<file path="src/rtl/mc_pkg.sv">
// mc_pkg: shared state, opcode and control-field encodings for mc_control.
// Ports: none (package).
package mc_pkg;

    typedef enum logic [3:0] {
        S_FETCH,
        S_DECODE,
        S_MEMADDR,
        S_MEMREAD,
        S_MEMWB,
        S_MEMWRITE,
        S_EXEC,
        S_EXECI,
        S_RWB,
        S_BRANCH,
        S_HALT
    } mc_state_t;

    localparam logic [6:0] OP_LOAD   = 7'b0000011;
    localparam logic [6:0] OP_STORE  = 7'b0100011;
    localparam logic [6:0] OP_RTYPE  = 7'b0110011;
    localparam logic [6:0] OP_IALU   = 7'b0010011;
    localparam logic [6:0] OP_BRANCH = 7'b1100011;

    localparam logic [1:0] ALUOP_ADD   = 2'b00;
    localparam logic [1:0] ALUOP_SUB   = 2'b01;
    localparam logic [1:0] ALUOP_FUNCT = 2'b10;
    localparam logic [1:0] ALUOP_IMM   = 2'b11;

    localparam logic [1:0] SRCB_REG  = 2'b00;
    localparam logic [1:0] SRCB_FOUR = 2'b01;
    localparam logic [1:0] SRCB_IMM  = 2'b10;
    localparam logic [1:0] SRCB_OFF  = 2'b11;

endpackage

</file>
<file path="src/rtl/mc_instret.sv">
// mc_instret: 32-bit retired-instruction counter, wraps modulo 2^32.
// Ports: clk, rst_n (async active-low), inc (one retirement this cycle), count (retired total).
module mc_instret (
    input  logic        clk,
    input  logic        rst_n,
    input  logic        inc,
    output logic [31:0] count
);

    always_ff @(posedge clk or negedge rst_n)
        if (!rst_n)
            count <= '0;
        else if (inc)
            count <= count + 32'd1;

endmodule

</file>
<file path="src/rtl/mc_control.sv">
// mc_control: multicycle main control FSM (fetch/decode/execute/memory/write-back).
// Ports: clk, rst_n (async active-low), opcode[6:0], mem_ready in; datapath strobes and
// selects (PCWrite..PCSource, ALUSrcB[1:0], ALUop[1:0]), halted, instret[31:0] out.
// Macro MC_CONTROL_INSTRET_EN: when defined instret counts retirements, else it is tied to 0.
module mc_control
    import mc_pkg::*;
(
    input  logic        clk,
    input  logic        rst_n,
    input  logic [6:0]  opcode,
    input  logic        mem_ready,
    output logic        PCWrite,
    output logic        PCWriteCond,
    output logic        IorD,
    output logic        MemRead,
    output logic        MemWrite,
    output logic        IRWrite,
    output logic        MemtoReg,
    output logic        RegWrite,
    output logic        ALUSrcA,
    output logic        PCSource,
    output logic [1:0]  ALUSrcB,
    output logic [1:0]  ALUop,
    output logic        halted,
    output logic [31:0] instret
);

    mc_state_t state, nxt;

    always_ff @(posedge clk or negedge rst_n)
        if (!rst_n)
            state <= S_FETCH;
        else
            state <= nxt;

    always_comb begin
        nxt         = state;
        PCWrite     = 1'b0;
        PCWriteCond = 1'b0;
        IorD        = 1'b0;
        MemRead     = 1'b0;
        MemWrite    = 1'b0;
        IRWrite     = 1'b0;
        MemtoReg    = 1'b0;
        RegWrite    = 1'b0;
        ALUSrcA     = 1'b0;
        PCSource    = 1'b0;
        ALUSrcB     = SRCB_REG;
        ALUop       = ALUOP_ADD;
        halted      = 1'b0;
        case (state)
            S_FETCH: begin
                MemRead = 1'b1;
                ALUSrcB = SRCB_FOUR;
                IRWrite = mem_ready;
                PCWrite = mem_ready;
                nxt     = mem_ready ? S_DECODE : S_FETCH;
            end
            S_DECODE: begin
                ALUSrcB = SRCB_OFF;
                case (opcode)
                    OP_LOAD, OP_STORE: nxt = S_MEMADDR;
                    OP_RTYPE:          nxt = S_EXEC;
                    OP_IALU:           nxt = S_EXECI;
                    OP_BRANCH:         nxt = S_BRANCH;
                    default:           nxt = S_HALT;
                endcase
            end
            S_MEMADDR: begin
                ALUSrcA = 1'b1;
                ALUSrcB = SRCB_IMM;
                nxt     = (opcode == OP_STORE) ? S_MEMWRITE : S_MEMREAD;
            end
            S_MEMREAD: begin
                MemRead = 1'b1;
                IorD    = 1'b1;
                nxt     = mem_ready ? S_MEMWB : S_MEMREAD;
            end
            S_MEMWB: begin
                RegWrite = 1'b1;
                MemtoReg = 1'b1;
                nxt      = S_FETCH;
            end
            S_MEMWRITE: begin
                MemWrite = 1'b1;
                IorD     = 1'b1;
                nxt      = mem_ready ? S_FETCH : S_MEMWRITE;
            end
            S_EXEC: begin
                ALUSrcA = 1'b1;
                ALUop   = ALUOP_FUNCT;
                nxt     = S_RWB;
            end
            S_EXECI: begin
                ALUSrcA = 1'b1;
                ALUSrcB = SRCB_IMM;
                ALUop   = ALUOP_IMM;
                nxt     = S_RWB;
            end
            S_RWB: begin
                RegWrite = 1'b1;
                nxt      = S_FETCH;
            end
            S_BRANCH: begin
                PCWriteCond = 1'b1;
                ALUSrcA     = 1'b1;
                ALUop       = ALUOP_SUB;
                PCSource    = 1'b1;
                nxt         = S_FETCH;
            end
            S_HALT: halted = 1'b1;
            default: nxt = S_FETCH;
        endcase
    end

`ifdef MC_CONTROL_INSTRET_EN
    // An instruction retires on the edge that takes the FSM back into FETCH.
    logic retire;
    assign retire = (state == S_MEMWB) || (state == S_RWB) || (state == S_BRANCH) ||
                    ((state == S_MEMWRITE) && mem_ready);

    mc_instret u_instret (
        .clk   (clk),
        .rst_n (rst_n),
        .inc   (retire),
        .count (instret)
    );
`else
    assign instret = '0;
`endif

endmodule
</file>
<file path="config.mk">
export PLATFORM = sky130hd
export DESIGN_NAME = mc_control
export DESIGN_NICKNAME = d
export VERILOG_FILES = /design/src/rtl/mc_pkg.sv /design/src/rtl/mc_instret.sv /design/src/rtl/mc_control.sv
export SDC_FILE = /design/constraint.sdc
export NUM_CORES = 1
export LEC_CHECK = 0
export ABC_AREA = 1
export CAP_MARGIN = 5
export CORE_UTILIZATION = 36
export CTS_CLUSTER_DIAMETER = 60
export CTS_CLUSTER_SIZE = 28
export DETAILED_ROUTE_END_ITERATION = 7
export GPL_ROUTABILITY_DRIVEN = 0
export PLACE_DENSITY = 0.86
export SLEW_MARGIN = 20
export SYNTH_ARGS = -nofsm -noshare
export SYNTH_HDL_FRONTEND = slang
export SYNTH_HIERARCHICAL = 1
export SYNTH_SLANG_ARGS = --single-unit
</file>
<file path="constraint.sdc">
create_clock -name clk -period 1.7 [get_ports clk]
set_input_delay 0.34 -clock clk [delete_from_list [all_inputs] [get_ports clk]]
set_output_delay 0.34 -clock clk [all_outputs]
set_load 0.03 [all_outputs]
</file>
==> results_dict.tcl <==
set metrics [dict create \
    grtUsageMet2_pct 25.8 \
    violations "setup timing" \
    dp_hpwl_mm 1.21 \
    boundaryPins 57 \
    routedWlPerCell_um 9.39 \
    finalCriticalPeriod_ns 1.72 \
    finalClockSkew_ns 0.00907 \
    synth_seq_cells 4 \
    insertion_delay_ns 0.25 \
    hold_violations 0 \
    vias 684 \
    avgSynthCellArea_um2 6.75 \
    dpl_cell_area_um2 858 \
    holdCritPathClass "input port to asynchronous set/reset pin" \
    dieHeight_um 47.2 \
    synthCells 109 \
    routed_wl_mm 1.55 \
    start_util_pct 40.4 \
    busiest_layer "met2" \
    ant_nets 0 \
    path_cells "buf_6 > nor2_4 > nand3_2 > o21ai_2 > a21o_1 > buf_6" \
    cp-end-kind "primary output" \
    die_w_um 47.2 \
    dieArea_um2 2230 \
    core_area_um2 1820 \
    grt_pass1_wl_mm 2.10 \
    diodes 0 \
    grt_usage_pct 13.8 \
    crit_fanout 4 \
    clkTransAtPathRegs_ns 0.04 \
    syn_to_final_growth_pct 29.9 \
    largest_reg_flops 4 \
    crit_type "register to primary output" \
    fin_crit_sh_pct 101 \
    antenna_found_initial 0 \
    synth_cell_type_count 22 \
    port_buffers 24 \
    grt_max_degree 9 \
    num-fill-cells 187 \
    ys_seq_area_share_pct 13.6 \
    arrival_ns 1.38 \
    max_freq_mhz 581 \
    vias_per_cell 4.15 \
    cp_slowest_cell "dfrtp_1" \
    yosys_warnings 6 \
    cts.sinks 4 \
    rows 15 \
    cts_buffer_depth 2 \
    crit_family "flip-flops" \
    p_per_area_nw_per_um2 1680 \
    drt_iter0_markers 16 \
    syn-cell-area_um2 736 \
    drive_gt1_share_pct 32.9 \
    ir_drop_v 0.000759 \
    crit_required_ns 1.36 \
    start_kind "register" \
    ctsHtreeMaxLevel 1 \
    finalMaxSlewViolations 0 \
    numCtsBuffers 3 \
    tritoncts "built" \
    pre_cts_ws_ns 0.0935 \
    setup-violations-final 1 \
    grt.overflow.total 0 \
    stdcell_area_um2 956 \
    nNetsFinal 152 \
    grt_util_met3_pct 1.92 \
    drv_cap 0 \
    reg.largest.list "state (4)" \
    drc 0 \
    ctsHoldBuffers 0 \
    grt_pass1_vias 517 \
    use_met1_pct 13.5 \
    top_register "state" \
    status "finished with violations" \
    rsz0062_at_grt "true" \
    critPathBufInv 2 \
    leakage_nw 0.551 \
    critPathMaxStageDelay_ns 0.40 \
    cp_common_cell "buf_6" \
    cts.root.buffer_cell "clkbuf_4" \
    fin_ws_ns -0.0219 \
    dr.pass1.iters 4 \
]
==> area by class of cell <==
type	instances	area, um2	area share [%]
timing repair buffer	32	290	30.4
clock buffer	3	22.5	2.36
sequential	4	101	10.6
multi-input combinational	86	445	46.6
tap	25	31.3	3.27
inverter	15	65.1	6.81
==> worst paths after layout <==
path,from,to,slack [ns],depth (start not counted)
min reg2reg,state[2],state[3],0.69,3
min in group clk,state[2],state[3],0.69,3
max in group asynchronous,rst_n,state[0],1.21,1
max reg2reg,state[1],state[2],0.50,7
max,state[3],ALUSrcA,-0.02,6
min,rst_n,state[1],0.29,1
==> synthesized netlist by cell type <==
| cell type | instances | share of area [%] |
|---|---|---|
| o21ai_2 | 1 | 1.2 |
| clkinv_2 | 1 | 0.68 |
| inv_2 | 2 | 1.0 |
| nand2_1 | 16 | 8.2 |
| nor2_1 | 9 | 4.6 |
| nand3_2 | 2 | 2.7 |
| buf_2 | 1 | 0.68 |
| nand3b_1 | 1 | 1.0 |
| a21oi_1 | 1 | 0.68 |
| nor2_4 | 3 | 4.6 |
| nand2_4 | 4 | 6.1 |
| conb_1 | 1 | 0.51 |
| dfrtp_1 | 4 | 14 |
| o21ai_0 | 3 | 2.0 |
| nand3_1 | 5 | 3.4 |
| a21o_1 | 1 | 1.0 |
| nor2_2 | 2 | 1.7 |
| inv_4 | 1 | 0.85 |
| nand2_2 | 1 | 0.85 |
| buf_4 | 34 | 35 |
| inv_1 | 11 | 5.6 |
| nand4_1 | 5 | 4.3 |
==> repair_timing <==
action	CTS	global route
setup buffers	2	2
resized for setup	8	7
gates cloned	0	0
endpoints found under the setup margin	6	9
pin swaps	3	4
==> worst reg2reg max path, cell delays in order, from the launching register on <==
cell and delay [ns]:
dfrtp_1 0.38, buf_6 0.15, inv_8 0.07, nand2_4 0.08, nor2_4 0.12, buf_4 0.13
nand4_1 0.09, nand3_2 0.11
==> cells in the final DEF, fill, tap and decap left out, types with 2 or more instances in the layout <==
cell type / count
nor2_1: 9
buf_4: 15
dfrtp_1: 3
nand3_1: 4
clkdlybuf4s50_1: 9
nand2_1: 16
conb_1: 32
nand3_2: 3
clkbuf_4: 3
buf_6: 7
o21ai_0: 2
nand4_1: 5
inv_2: 3
nor2_4: 4
nand2_4: 4
inv_1: 10
==> stage by stage <==
step	cells	hold WS, ns	total power, W	setup TNS [ns]	util (%)
after global routing	165	0.308	0.00171	-0.237	52.5
after global placement	158	0.549	0.00130	0	47.1
after floorplan	140	0.0444	0.00105	0	-
final	165	0.294	0.00160	-0.0219	52.5
after detailed placement	158	0.560	0.00133	0	47.1
after CTS	163	0.296	0.00152	0	50.4
==> cell families after synthesis <==
group                  after synthesis  synth area share, %
AND/OR/NAND/NOR                     48                 37.4
AO/OA/AOI/OAI                        6                 4.93
buffers and inverters               50                 43.5
other                                1                0.510
flip-flops                           4                 13.6
==> where the power goes <==
| part | total (W) | switching, W | internal (W) |
|---|---|---|---|
| clock network | 0.000125 | 0.0000452 | 0.0000794 |
| logic | 0.00129 | 0.000810 | 0.000477 |
| registers | 0.000193 | 0.0000569 | 0.000136 |
==> layer usage <==
| metal | up-vias | routed length, um |
|---|---|---|
| met3 | 3 | 139 |
| li1 | 331 | - |
| met1 | 303 | 528 |
| met5 | - | 0 |
| met2 | 47 | 857 |
| met4 | 0 | 25 |
No activity file was read; power rests on OpenSTA's default activity.
==> RTL change 1: new RTL, same flow settings <==
The option `MC_CONTROL_INSTRET_EN` is turned on by a define.
--- a/src/rtl/mc_control.sv
+++ b/src/rtl/mc_control.sv
@@ -4,2 +4,4 @@
 // Macro MC_CONTROL_INSTRET_EN: when defined instret counts retirements, else it is tied to 0.
+`define MC_CONTROL_INSTRET_EN
+
 module mc_control
Function: changed (Yosys sat finds a counterexample within 4 cycles, from zero or initial values and one cycle with rst_n low).
==> RTL change 1 against the original RTL <==
- core utilization up 5.6 points
- total power up 150%
- setup slack worse by 0.15 ns
- routed wire length rose to 4.4 times the old value
- sequential cell count up 32
- area after synthesis rose to 3.0 times the old value
- global-route usage up 6.4 points
- sequential power rose to 5.8 times the old value
- clock power rose to 5.4 times the old value
- cell area rose to 3.6 times the old value
- clock skew down 0.0011 ns
- die area rose to 2.9 times the old value
- sequential share of layout area up 16 points
- critical path type is now flip-flop to flip-flop
- the flow still finishes with violations (negative setup slack)
==> RTL change 1: results (changes against the original RTL) <==
{| class="wikitable"
! Metric !! Value
|-
| Total setup buffers inserted after CTS || 12 (+10)
|-
| Wire length of the first global-routing pass || 10000 µm (+380%)
|-
| Outcome || finished, violations left
|-
| Non-Clock Buffer Count || 93 (+190%)
|-
| Comb power || 2.20 mW (+71%)
|-
| Reg2Reg Depth || 12 (+5)
|-
| Layout non-clock buf frac || 24.2% (-6.2 points)
|-
| Worst setup path endpoint || u_instret/count[20]
|-
| Final setup TNS || -2.08 ns (-2.06 ns)
|-
| Clock network contribution to total cell area || 2.91% (+0.55 points)
|-
| Largest registers || u_instret/count x32, state x4
|-
| Violated checks || negative setup slack
|-
| Via count of the first global-routing pass || 2257 (+340%)
|-
| Sequential cell area || 902 µm² (+790%)
|-
| Global-route met1 utilization || 24.2% (+11 points)
|-
| Leak || 1.72 nW (+210%)
|-
| Length of routed met2 wiring || 3510 µm (+310%)
|-
| #MultiIn Comb || 232 (+170%)
|-
| Area post-placement || 0.00302 mm² (+250%)
|-
| Setup ws final || -0.171 ns (-0.149 ns)
|-
| Area used by multi-input combinational logic || 0.00136 mm² (+210%)
|-
| Largest net degree at the start of global routing || 37 (+28)
|-
| Top post-synthesis cells by count || sky130_fd_sc_hd__nand2_1, sky130_fd_sc_hd__nor2_1, sky130_fd_sc_hd__dfrtp_1
|-
| Delay-heaviest family, CP || simple AND/OR/NAND/NOR gates
|-
| Clk slew on worst S/H paths || 0.07 ns (+0.03 ns)
|-
| Count of endpoints failing setup in the final report || 32 (+31)
|-
| Unique masters post-synth || 21 (-4.5%)
|-
| Sequential cell area fraction in the yosys report || 40.8% (+27 points)
|}
-- RTL change 1: cell types whose count changed after synthesis, moves of 3 or more --
cell,before,now
sky130_fd_sc_hd__xor2_1,0,11
sky130_fd_sc_hd__nand3b_1,1,8
sky130_fd_sc_hd__dfrtp_1,4,36
sky130_fd_sc_hd__nor2_2,2,12
sky130_fd_sc_hd__nand2_2,1,6
sky130_fd_sc_hd__nor2_1,9,46
sky130_fd_sc_hd__buf_4,34,2
sky130_fd_sc_hd__xnor2_1,0,6
sky130_fd_sc_hd__nand3_1,5,22
sky130_fd_sc_hd__inv_2,2,5
sky130_fd_sc_hd__nand2_4,4,0
sky130_fd_sc_hd__inv_1,11,33
sky130_fd_sc_hd__nand2_1,16,98
-- RTL change 1: cell families after synthesis --
group / count (synthesis) / synth area share [%]
XOR/XNOR: 17 / 6.75
adder cells (fa/ha/maj): 1 / 0.567
AND/OR/NAND/NOR: 209 / 43.5
flip-flops: 36 / 40.8
AO/OA/AOI/OAI: 5 / 1.25
buffers and inverters: 40 / 7.14
==> RTL change 2: new RTL, same settings <==
Without the edit above. The 11 states of `mc_state_t` get a Gray code encoding in 4 bits.
--- a/src/rtl/mc_pkg.sv
+++ b/src/rtl/mc_pkg.sv
@@ -5,13 +5,13 @@
     typedef enum logic [3:0] {
-        S_FETCH,
-        S_DECODE,
-        S_MEMADDR,
-        S_MEMREAD,
-        S_MEMWB,
-        S_MEMWRITE,
-        S_EXEC,
-        S_EXECI,
-        S_RWB,
-        S_BRANCH,
-        S_HALT
+        S_FETCH    = 4'b0000,
+        S_DECODE   = 4'b0001,
+        S_MEMADDR  = 4'b0011,
+        S_MEMREAD  = 4'b0010,
+        S_MEMWB    = 4'b0110,
+        S_MEMWRITE = 4'b0111,
+        S_EXEC     = 4'b0101,
+        S_EXECI    = 4'b0100,
+        S_RWB      = 4'b1100,
+        S_BRANCH   = 4'b1101,
+        S_HALT     = 4'b1111
     } mc_state_t;
Check against the original RTL: same outputs for any inputs over 10 cycles, from zero or initial values and one cycle with rst_n low; not proved beyond that.
==> RTL change 2 against the original RTL <==
- cell area decreased by 15%
- final cell count decreased by 6.1%
- routed wire length decreased by 18%
- worst hold slack improved by 0.0097 ns
- setup slack improved by 0.086 ns
- sequential cell count unchanged
- register-to-register slack improved by 0.06 ns
- area after synthesis decreased by 8.5%
Power is left out: it rests on default switching activity, and per cell area and clock period it moved more than threefold.
==> RTL change 2: results (changes against the original RTL) <==
{| class="wikitable"
! Metric !! Value
|-
| Outcome || complete, no violations
|-
| Largest net degree at the start of global routing || 8 (-1)
|-
| FF-to-FF Start || state[2]
|-
| Avg Vias per Cell || 4.06 (-2.0%)
|-
| Synth Area per Inst || 6.35 µm² (-5.9%)
|-
| Top post-synthesis cells by count || sky130_fd_sc_hd__buf_4, sky130_fd_sc_hd__nor2_1, sky130_fd_sc_hd__nand2_1
|-
| Global-route met1 utilization || 13.2% (-0.30 points)
|-
| Highest attainable clock frequency || 611 MHz (+5.2%)
|-
| Hold slack final || 0.304 ns (+0.00966 ns)
|-
| Insertion delay to the later sink of the worst-skew pair || 0.23 ns (-0.02 ns)
|-
| Launch point of the worst path || state[1]
|-
| Detailed placement HPWL || 1050 µm (-13%)
|-
| Wire length of the first global-routing pass || 1960 µm (-6.6%)
|-
| Setup slack of the most critical reg-to-reg path || 0.56 ns (+0.06 ns)
|-
| Core box area || 0.00175 mm² (-4.1%)
|-
| Area growth from synthesis to final layout || 21.2%
|-
| Slowest-stage cell, CP || sky130_fd_sc_hd__dfrtp_2
|-
| Via count of the first global-routing pass || 512 (-0.97%)
|-
| Met3 track demand over resource in global routing || 0.800% (-1.1 points)
|-
| Total setup buffers inserted after CTS || 0 (-2)
|-
| Sequential share of cell area || 12.9% (+2.3 points)
|-
| Reg2Reg Depth || 6 (-1)
|-
| Proportion of netlist area held by the largest area contributor || 37.9% (+3.2 points)
|-
| Post-Route Skew || 0.00113 ns (-0.00793 ns)
|-
| Data arrival at the endpoint of the critical path || 1.30 ns (-0.08 ns)
|-
| Unique masters post-synth || 20 (-9.1%)
|-
| #MultiIn Comb || 84 (-2.3%)
|-
| Number of sequential storage elements || 4 (unchanged)
|-
| Pre-CTS setup slack || 0.0862 ns (-0.00737 ns)
|-
| Cells after DPL || 152 (-3.8%)
|-
| Area post-placement || 776 µm² (-9.6%)
|}
==> RTL change 2: changes by cell type in the layout (fill, tap and decap cells not counted), moves of 2 or more <==
cell / delta
sky130_fd_sc_hd__dfrtp_1: -3
sky130_fd_sc_hd__dfrtp_2: +3
sky130_fd_sc_hd__buf_6: -7
sky130_fd_sc_hd__inv_2: +2
sky130_fd_sc_hd__nand3_1: +3
sky130_fd_sc_hd__nor2_2: +3
sky130_fd_sc_hd__nand4_1: -4
sky130_fd_sc_hd__nand2_1: -2
sky130_fd_sc_hd__a21oi_1: +2
sky130_fd_sc_hd__nand2_4: -3
sky130_fd_sc_hd__nand3_2: -3
sky130_fd_sc_hd__nor2_1: +2
==> RTL change 2: metal layers <==
layer | up-vias | wire length [µm]
li1 | 307 | -
met1 | 294 | 488
met2 | 29 | 710
met3 | 0 | 69
met4 | 0 | 0
met5 | - | 0
==> RTL change 2: repair_timing <==
action                                  4_1_cts  5_1_grt
resized for setup                             3        4
hold buffers                                  0        0
endpoints found under the setup margin        3        4
